[src/rtl/lamp_count_encoder.sv]
`timescale 1ns/1ps
// Debounces 16 lamp-sense lines, counts lit lamps, and offers {overflow, active_lights} on valid/ready.
// Latency: DEBOUNCE_CYCLES+2 cycles from a clean input step to valid (sample_en held high).
// Backpressure: outputs hold while stalled; latest code wins and intermediate counts are dropped.
module lamp_count_encoder #(
    parameter int unsigned DEBOUNCE_CYCLES = 4
) (
    input  logic        clk,
    input  logic        rst,
    input  logic [15:0] lamp_in,
    input  logic        sample_en,
    output logic [3:0]  active_lights,
    output logic        overflow,
    output logic        valid,
    input  logic        ready
);

    localparam logic [3:0] LAST_CNT = 4'(DEBOUNCE_CYCLES - 1);

    typedef enum logic {
        ST_IDLE,
        ST_PEND
    } state_t;

    logic [15:0]      stable_q, stable_d;
    logic [15:0][3:0] cnt_q, cnt_d;
    logic [4:0]       pop_cnt;
    logic [4:0]       code_q, code_d;
    logic [4:0]       out_q;
    logic [4:0]       deliv_q;
    state_t           state_q;

    // Each counter tracks consecutive enabled samples that disagree with the debounced bit.
    always_comb begin
        stable_d = stable_q;
        cnt_d    = cnt_q;
        for (int i = 0; i < 16; i++) begin
            if (lamp_in[i] == stable_q[i]) begin
                cnt_d[i] = '0;
            end else if (sample_en) begin
                if (cnt_q[i] == LAST_CNT) begin
                    stable_d[i] = lamp_in[i];
                    cnt_d[i]    = '0;
                end else begin
                    cnt_d[i] = cnt_q[i] + 4'd1;
                end
            end
        end
    end

    always_comb begin
        pop_cnt = '0;
        for (int i = 0; i < 16; i++) begin
            pop_cnt = pop_cnt + 5'(stable_q[i]);
        end
        code_d[4]   = (pop_cnt == 5'd16);
        code_d[3:0] = pop_cnt[4] ? 4'hF : pop_cnt[3:0];
    end

    always_ff @(posedge clk) begin
        if (rst) begin
            stable_q <= '0;
            cnt_q    <= '0;
            code_q   <= '0;
        end else begin
            stable_q <= stable_d;
            cnt_q    <= cnt_d;
            code_q   <= code_d;
        end
    end

    // deliv_q remembers the last code actually accepted, so a count that wanders
    // away and back before being loaded never produces a duplicate transfer.
    always_ff @(posedge clk) begin
        if (rst) begin
            state_q <= ST_IDLE;
            out_q   <= '0;
            deliv_q <= '0;
        end else begin
            case (state_q)
                ST_IDLE: begin
                    if (code_q != deliv_q) begin
                        out_q   <= code_q;
                        state_q <= ST_PEND;
                    end
                end
                ST_PEND: begin
                    if (ready) begin
                        deliv_q <= out_q;
                        if (code_q != out_q) begin
                            out_q <= code_q;
                        end else begin
                            state_q <= ST_IDLE;
                        end
                    end
                end
                default: state_q <= ST_IDLE;
            endcase
        end
    end

    assign valid         = (state_q == ST_PEND);
    assign overflow      = out_q[4];
    assign active_lights = out_q[3:0];

endmodule

[config.mk]
export PLATFORM = sky130hd
export DESIGN_NAME = lamp_count_encoder
export DESIGN_NICKNAME = d
export VERILOG_FILES = /design/src/rtl/lamp_count_encoder.sv
export SDC_FILE = /design/constraint.sdc
export NUM_CORES = 1
export LEC_CHECK = 0
export ABC_AREA = 1
export BUFFER_PORTS_ARGS = -buffer_cell sky130_fd_sc_hd__buf_2
export CELL_PAD_IN_SITES_DETAIL_PLACEMENT = 0
export CELL_PAD_IN_SITES_GLOBAL_PLACEMENT = 1
export CORE_MARGIN = 5
export CORE_UTILIZATION = 40
export CTS_CLUSTER_SIZE = 12
export DETAILED_ROUTE_END_ITERATION = 8
export PLACE_DENSITY = 0.73
export SLEW_MARGIN = 20
export SYNTH_ARGS = -nofsm -noshare
export SYNTH_HDL_FRONTEND = slang
export SYNTH_SLANG_ARGS = --single-unit
[constraint.sdc]
create_clock -name clk -period 3.5 [get_ports clk]
set_input_delay 0 -clock clk [delete_from_list [all_inputs] [get_ports clk]]
set_output_delay 0 -clock clk [all_outputs]
set_load 0.02 [all_outputs]
==> qor.csv, run 1 <==
metric,value,unit
peakVddDrop,0.227,mV
num_rows,41,
fin_skew,0.00506,ns
setup_slack,-0.00728,ns
routedWlPerCell,11.1,um
rr_worst_depth,14,
clock-sinks,96,
p_clk_frac,0.379,
pwr-share-seq,0.452,
cp_max_fo,3,
rsz0062_at_grt,yes,
portBuffers,25,
setup_viol,1,
min_period,3.51,ns
die_area,15000,um2
internal_power,1900,uW
clkTransAtPathRegs,0.06,ns
syn_inst,626,
grt_pass1_wl,16900,um
final_cells,857,
synth-seq-area-share,0.380,
final_cell_mix,"143 x nand2_1, 91 x dfxtp_1, 68 x inv_1",
cts_max_level,3,
worst_pin_slew,0.907,ns
first_iter_violations,154,
synth_edf_count,0,
drt_pass1_iterations,4,
placed_cell_area,5380,um2
cp_data_arrival_time,3.74,ns
gp_congestion,0.814,
die_width,122,um
area_delta_synth_final,16.4,%
ioPinCount,26,
yosys.area.top_type,dfxtp_1,
critPathRequiredTime,3.73,ns
vias,3965,
core-area,12500,um2
slew_violations,0,
avgSynthCellArea,8.08,um2
hold_violations,0,
hpwl,7060,um
worstHoldPathCells,3,
grt_max_degree,45,
syn-num-nets,677,
num_antenna_cells,0,
min_from,lamp_in[11],
dp.cells,823,
fill_cells,1241,
ys_warn_count,0,
die_h,122,um
period_share,1.00,
min_path_type,input pin to flop,
p_leak,0.00243,uW
yosys.area.top_type_share,0.380,
nNetsFinal,731,
cts.path.max_buffers,2,
switching_power,714,uW
crit_start,stable_q[9],
clk_latency,0.34,ns
whs_endpoint,stable_q[11],
synth-seq-cells,96,
grt_use_total,0.139,
reg2reg_slack,-0.007,ns
end_kind,flop,
final_common_cell,nand2_1,
design_area,5890,um2
cp-start-kind,flop,
violations,setup timing,
grt_pass1_vias,3897,
antenna_found_initial,0,
grt.overflow.total,0,
drc,0,
post-place-ws,-0.0987,ns
slew_headroom,0.395,
ys.flop_type,dfxtp_1,
r2r-start,stable_q[9],
final_core_util,0.471,
numCtsBuffers,9,
ys_top_cells_by_area,"dfxtp_1 38%, nand2_1 11%, a21oi_1 5.5%, inv_1 5.3%, ha_1 5.2%",
p_comb_frac,0.169,
max_cap_violations,0,
syn_area,5060,um2
cts_tree,done,
vias_per_cell,4.63,
drive_gt1_frac,0.216,
initial_core_util,0.404,
outcome,"finished, violations left",
ant_nets,0,
synth.distinct_cells,35,
cts_root_buffer,clkbuf_16,
power_per_cell_area,444,nW/um2
critPathKind,flop to flop,
r2r-end,code_q[1],
synthArstFlopShare,0,
fmax,0.285,GHz
drt-total-wl,9480,um
swShare,0.273,
[layer usage]
metal  global-route usage  wire (um)  vias up
met2                0.243       4510       37
met5                    0          0        -
li1                     -          -     2118
met4               0.0560        166        0
met1                0.168       4550     1797
met3               0.0253        247       13
[cell families (layout without fill, tap and decap cells)]
kind of cell             count (synthesis)  in the layout  synth area share
AND/OR/NAND/NOR                        282            282             0.275
buffers and inverters                   99            158            0.0885
AO/OA/AOI/OAI                           97             97             0.129
flip-flops                              96             96             0.380
adder cells (fa/ha/maj)                 31             31            0.0915
XOR/XNOR                                21             21            0.0363
[power groups by stage]
stage          Clock [uW]  Sequential, uW  Combinational [uW]
2_1_floorplan           0            1220                 318
3_3_place_gp            0            1200                 434
3_5_place_dp            0            1210                 436
4_1_cts              1030            1180                 450
5_1_grt              1070            1190                 510
6_report              991            1180                 443
[worst max-delay path, cell delays in order (launching register included)]
cell	delay, ns
dfxtp_2	0.33
inv_2	0.04
fa_1	0.56
fa_1	0.44
fa_1	0.50
fa_1	0.53
inv_2	0.05
ha_4	0.15
fa_2	0.35
nand2_1	0.08
nand2_1	0.06
nand2_2	0.08
inv_2	0.06
o21ai_2	0.12
inv_1	0.05
[sequential cells by signal (all words and copies together) (netlist names)]
signal	cells
cnt_q	64
code_q	5
deliv_q	5
out_q	5
stable_q	16
valid	1
[stage by stage]
| step | setup TNS [ns] | hold WS [ns] | total power (uW) |
|---|---|---|---|
| after floorplan | 0 | 0.0691 | 1540 |
| after global placement | -0.0624 | 0.292 | 1640 |
| after detailed placement | -0.298 | 0.296 | 1640 |
| after CTS | -0.0102 | 0.00201 | 2660 |
| after global routing | -0.569 | 0.0259 | 2770 |
| final | -0.00728 | 0.00226 | 2610 |
[cell usage after synthesis, drive strengths merged (12+ instances only)]
library cell,number
buf,12
ha,21
a2111oi,14
dfxtp,96
or2,16
xor2,19
nand3,33
inv,85
nand2,157
nor2,62
o21ai,26
a21oi,56
[area by class of cell]
cell class	instances	area (um2)	share of cell area
Multi-Input combinational cell	431	2730	0.462
Sequential cell	96	1930	0.327
Timing Repair Buffer	57	404	0.0686
Inverter	85	319	0.0541
Clock buffer	14	264	0.0448
Tap cell	172	215	0.0365
Clock inverter	2	37.5	0.00637
[what timing repair did]
| action | 4_1_cts | 5_1_grt |
|---|---|---|
| hold buffers | 14 | 0 |
| gates resized for setup | 3 | 16 |
| pin swaps | 3 | 11 |
| setup buffers | 0 | 4 |
| endpoints found under the hold margin | 16 | 0 |
| setup endpoints to repair | 5 | 5 |
[worst max-delay path by stage]
stage	to	slack (ns)	cells after the start
5_1_grt	code_q[4]	-0.16	11
3_3_place_gp	code_q[1]	-0.03	14
3_5_place_dp	code_q[1]	-0.1	14
2_1_floorplan	code_q[0]	0.02	14
6_report	code_q[1]	-0.007	14
4_1_cts	code_q[1]	-0.005	14
No activity file was read; power rests on OpenSTA's default activity.
==> run 2, diff against run 1 <==
--- a/config.mk
+++ b/config.mk
@@ -11,6 +11,7 @@
 export CELL_PAD_IN_SITES_GLOBAL_PLACEMENT = 1
 export CORE_MARGIN = 5
 export CORE_UTILIZATION = 40
+export CTS_BUF_LIST = sky130_fd_sc_hd__clkbuf_8
 export CTS_CLUSTER_SIZE = 12
 export DETAILED_ROUTE_END_ITERATION = 8
 export PLACE_DENSITY = 0.73
==> qor.csv, run 2 (synthesis gave the netlist of run 1 again) <==
metric,value,unit
outcome,"finished, violations left",
violations,setup timing,
drt-total-wl,9470,um
largest_register,cnt_q,
multi_input_area,2730,um2
ioPinCount,26,
setup_slack,-0.0201,ns
fin_skew,0.00827,ns
p_clk_frac,0.311,
top_regs,"cnt_q (64), stable_q (16)",
cpMostUsedCell,fa_1,
critical-path-max-stage-delay,0.56,ns
vias_per_cell,4.64,
hpwl,7060,um
drc,0,
cts_max_level,3,
min_period,3.52,ns
core-area,12500,um2
largest_reg_flops,64,
die_h,122,um
vias,3987,
power,2360,uW
die_area,15000,um2
grt_pass1_wl,16800,um
setup_viol,1,
clkTransAtPathRegs,0.09,ns
die_width,122,um
cp_max_fo,3,
worst_pin_slew,0.915,ns
first_iter_violations,151,
cp-start-kind,flop,
numCtsBuffers,9,
num_antenna_cells,0,
cts_root_buffer,clkbuf_8,
clock-sinks,96,
regArea,1930,um2
grt_pass1_vias,3891,
critPathRequiredTime,3.76,ns
switching_power,690,uW
final_common_cell,nand2_1,
cp_top_family,adder cells,
internal_power,1670,uW
swShare,0.292,
p_comb_frac,0.189,
fmax,0.284,GHz
max_cap_violations,0,
pwr-share-seq,0.500,
period_share,1.01,
area_delta_synth_final,15.0,%
slew_headroom,0.390,
cts.path.max_buffers,2,
portBuffers,25,
cts_tree,done,
path_cells,inv_2 -> fa_1 -> fa_1 -> fa_1 -> fa_1 -> inv_2 -> ha_4 -> fa_2 -> nand2_1 -> nand2_1 -> nand2_2 -> inv_2 -> o21ai_2 -> inv_1,
timing.hold.ws,0.139,ns
grt.overflow.total,0,
gp_congestion,0.814,
routedWlPerCell,11.0,um
final_cell_mix,"143 x nand2_1, 91 x dfxtp_1, 71 x inv_1",
power_per_cell_area,405,nW/um2
grt_use_total,0.139,
slew_violations,0,
num_rows,41,
cp_data_arrival_time,3.78,ns
initial_core_util,0.404,
drive_gt1_frac,0.215,
fill_cells,1248,
end_kind,flop,
critPathSlowestCell,fa_1,
nNetsFinal,734,
critPathKind,flop to flop,
p_leak,0.00241,uW
path_buf_inv,4,
min_path_type,input pin to flop,
grt_max_degree,45,
rsz0062_at_grt,yes,
drt_pass1_iterations,4,
peakVddDrop,0.198,mV
clk_latency,0.36,ns
antenna_found_initial,0,
ant_nets,0,
hold_violations,0,
-- run 2: cell types whose count changed in the layout (fill, tap and decap cells not counted) --
| cell | change |
|---|---|
| clkbuf_8 | +9 |
| clkbuf_1 | -3 |
| inv_1 | +3 |
| dlygate4sd3_1 | +3 |
| clkbuf_16 | -9 |
-- run 2: worst paths after layout --
kind / cells after the start / endpoint / slack, ns / start
setup / recovery: 14 / code_q[1] / -0.02 / stable_q[9]
hold / removal: 3 / valid / 0.14 / ready
setup reg to reg: 14 / code_q[1] / -0.02 / stable_q[9]
hold reg to reg: 2 / deliv_q[4] / 0.48 / deliv_q[4]
-- run 2: timing repair --
| action | 4_1_cts | 5_1_grt |
|---|---|---|
| endpoints found under the hold margin | 21 | 0 |
| pin swaps | 3 | 11 |
| setup buffers | 0 | 4 |
| cloned | 0 | 0 |
| gates resized for setup | 5 | 14 |
| setup endpoints to repair | 5 | 5 |
| hold buffers | 17 | 0 |
-- run 2: metal layers --
metal  routed length (um)  share of wire  vias to the layer above  track usage
met5                    0              0                        -            0
met4                  189          0.020                        0       0.0623
met3                  239          0.025                       14       0.0272
met2                 4420           0.47                       45        0.238
met1                 4620           0.49                     1808        0.170
li1                     -              -                     2120            -
-- run 2: power groups by stage --
stage	sequential (uW)	clock, uW	combinational, uW
3_5_place_dp	1210	0	436
3_3_place_gp	1200	0	434
6_report	1180	735	446
5_1_grt	1190	814	512
2_1_floorplan	1220	0	318
4_1_cts	1180	772	453
-- run 2: area by class of cell --
type                    count  share of cell area
multi-input cells         431               0.468
clock buffers              11              0.0260
repair buffers             60              0.0746
well taps                 172              0.0370
inverters                  85              0.0548
clock inverters             5             0.00838
flip-flops and latches     96               0.331
-- run 2: worst register-to-register path, stage by stage (launching register included) --
cell and delay, ns:
dfxtp_2 0.34, inv_2 0.04, fa_1 0.56, fa_1 0.44, fa_1 0.50, fa_1 0.53, inv_2 0.05, ha_4 0.15
fa_2 0.35, nand2_1 0.08, nand2_1 0.06, nand2_2 0.08, inv_2 0.06, o21ai_2 0.12, inv_1 0.05
-- run 2: stage by stage --
stage	setup WS, ns	instance area (um2)	cells	setup TNS (ns)	util
CTS	-0.00795	5770	856	-0.0158	0.461
global placement	-0.0312	5380	823	-0.0624	0.430
detailed placement	-0.0987	5380	823	-0.298	0.430
global route	-0.176	5820	860	-0.623	0.465
finish	-0.0201	5820	860	-0.0201	0.465
floorplan	0.0205	5060	626	0	-
==> run 3, diff against run 2 <==
--- a/config.mk
+++ b/config.mk
@@ -11,9 +11,10 @@
 export CELL_PAD_IN_SITES_GLOBAL_PLACEMENT = 1
 export CORE_MARGIN = 5
 export CORE_UTILIZATION = 40
-export CTS_BUF_LIST = sky130_fd_sc_hd__clkbuf_8
+export CTS_BUF_LIST = sky130_fd_sc_hd__clkbuf_16
 export CTS_CLUSTER_SIZE = 12
 export DETAILED_ROUTE_END_ITERATION = 8
+export MAX_ROUTING_LAYER = met4
 export PLACE_DENSITY = 0.73
 export SLEW_MARGIN = 20
 export SYNTH_ARGS = -nofsm -noshare
==> qor.csv, run 3 (synthesis gave the netlist of run 1 again) <==
metric,value,unit
cts_root_buffer,clkbuf_16,
vias_per_cell,4.63,
initial_core_util,0.404,
slew_headroom,0.395,
clkTransAtPathRegs,0.06,ns
grt_pass1_vias,3901,
drc,0,
grt.overflow.total,0,
die_width,122,um
cp-start-kind,flop,
period_share,1.00,
fin_skew,0.00507,ns
slew_violations,0,
r2r-start,stable_q[9],
critPathKind,flop to flop,
max_cap_violations,0,
clock-sinks,96,
violations,setup timing,
cp_top_family,adder cells,
pwr-share-seq,0.461,
hold_violations,0,
cpMostUsedCell,fa_1,
design_area,5870,um2
nNetsFinal,731,
top_regs,"cnt_q (64), stable_q (16)",
p_clk_frac,0.366,
min_path_type,input pin to flop,
routedWlPerCell,11.1,um
core-area,12500,um2
internal_power,1850,uW
drt_pass1_iterations,4,
multi_input_area,2730,um2
vias,3964,
final_common_cell,nand2_1,
num_rows,41,
gp_congestion,0.826,
swShare,0.278,
regArea,1930,um2
area_delta_synth_final,16.0,%
die_area,15000,um2
post-place-ws,-0.0987,ns
rsz0062_at_grt,yes,
power_per_cell_area,436,nW/um2
first_iter_violations,162,
worst_pin_slew,0.907,ns
p_comb_frac,0.173,
cp_max_fo,3,
final_cell_mix,"143 x nand2_1, 91 x dfxtp_1, 71 x inv_1",
largest_reg_flops,64,
path_cells,inv_2 -> fa_1 -> fa_1 -> fa_1 -> fa_1 -> inv_2 -> ha_4 -> fa_2 -> nand2_1 -> nand2_1 -> nand2_2 -> inv_2 -> o21ai_2 -> inv_1,
grt_max_degree,45,
ant_nets,0,
min_from,lamp_in[11],
hpwl,7060,um
drt-total-wl,9510,um
end_kind,flop,
cts.path.max_buffers,2,
crit_start,stable_q[9],
setup_tns,-0.00600,ns
critical-path-max-stage-delay,0.56,ns
die_h,122,um
setup_viol,1,
critPathRequiredTime,3.73,ns
clk_latency,0.34,ns
cp_data_arrival_time,3.74,ns
path_buf_inv,4,
placed_cell_area,5380,um2
grt_use_total,0.143,
min_period,3.51,ns
switching_power,713,uW
portBuffers,25,
numCtsBuffers,9,
critPathSlowestCell,fa_1,
fmax,0.285,GHz
num_antenna_cells,0,
grt_pass1_wl,16900,um
cts_tree,done,
fill_cells,1243,
setup_slack,-0.00600,ns
ioPinCount,26,
cts_max_level,3,
drive_gt1_frac,0.213,
outcome,"finished, violations left",
largest_register,cnt_q,
p_leak,0.00243,uW
peakVddDrop,0.227,mV
final_core_util,0.469,
antenna_found_initial,0,
[run 3: worst reg2reg max path, cell delays in order (launching register included)]
cell,delay (ns)
dfxtp_2,0.33
inv_2,0.04
fa_1,0.56
fa_1,0.44
fa_1,0.50
fa_1,0.53
inv_2,0.05
ha_4,0.15
fa_2,0.35
nand2_1,0.08
nand2_1,0.06
nand2_2,0.08
inv_2,0.06
o21ai_2,0.12
inv_1,0.05
[run 3: timing repair]
| item | CTS | global route |
|---|---|---|
| hold buffers | 14 | 0 |
| hold endpoints to repair | 16 | 0 |
| pin swaps | 3 | 11 |
| endpoints found under the setup margin | 5 | 5 |
| setup buffers | 0 | 4 |
| resized for setup | 3 | 16 |
| gates cloned | 0 | 0 |
[run 3: final cells by class]
type / count / area share
clock buffer: 9 / 0.0383
clock inverter: 7 / 0.00959
inverter: 85 / 0.0543
multi-input combinational: 431 / 0.464
sequential: 96 / 0.328
tap: 172 / 0.0366
timing repair buffer: 57 / 0.0688
[run 3: worst paths after layout]
check | to | cells past startpoint | slack (ns)
max reg2reg | code_q[1] | 14 | -0.006
max | code_q[1] | 14 | -0.006
min reg2reg | deliv_q[4] | 2 | 0.47
min | stable_q[11] | 3 | 0.004
[run 3: metal layers]
metal	global-route usage	wire length (um)	vias up	part of all wire
li1	-	-	2118	-
met1	0.169	4540	1792	0.48
met4	0.0560	160	0	0.017
met2	0.243	4540	42	0.48
met5	-	0	-	0
met3	0.0249	269	12	0.028
[run 3: through the flow]
| step | instances | hold WS [ns] | total power (uW) |
|---|---|---|---|
| CTS | 853 | 0.00114 | 2610 |
| detailed placement | 823 | 0.296 | 1640 |
| floorplan | 626 | 0.0691 | 1540 |
| global route | 857 | 0.0265 | 2710 |
| finish | 857 | 0.00427 | 2560 |
| global placement | 823 | 0.292 | 1640 |
[run 3: power by group through the flow]
stage               combinational (uW)  clock, uW  sequential, uW
detailed placement                 436          0            1210
global placement                   434          0            1200
CTS                                450        978            1180
finish                             443        936            1180
floorplan                          318          0            1220
global route                       510       1020            1190
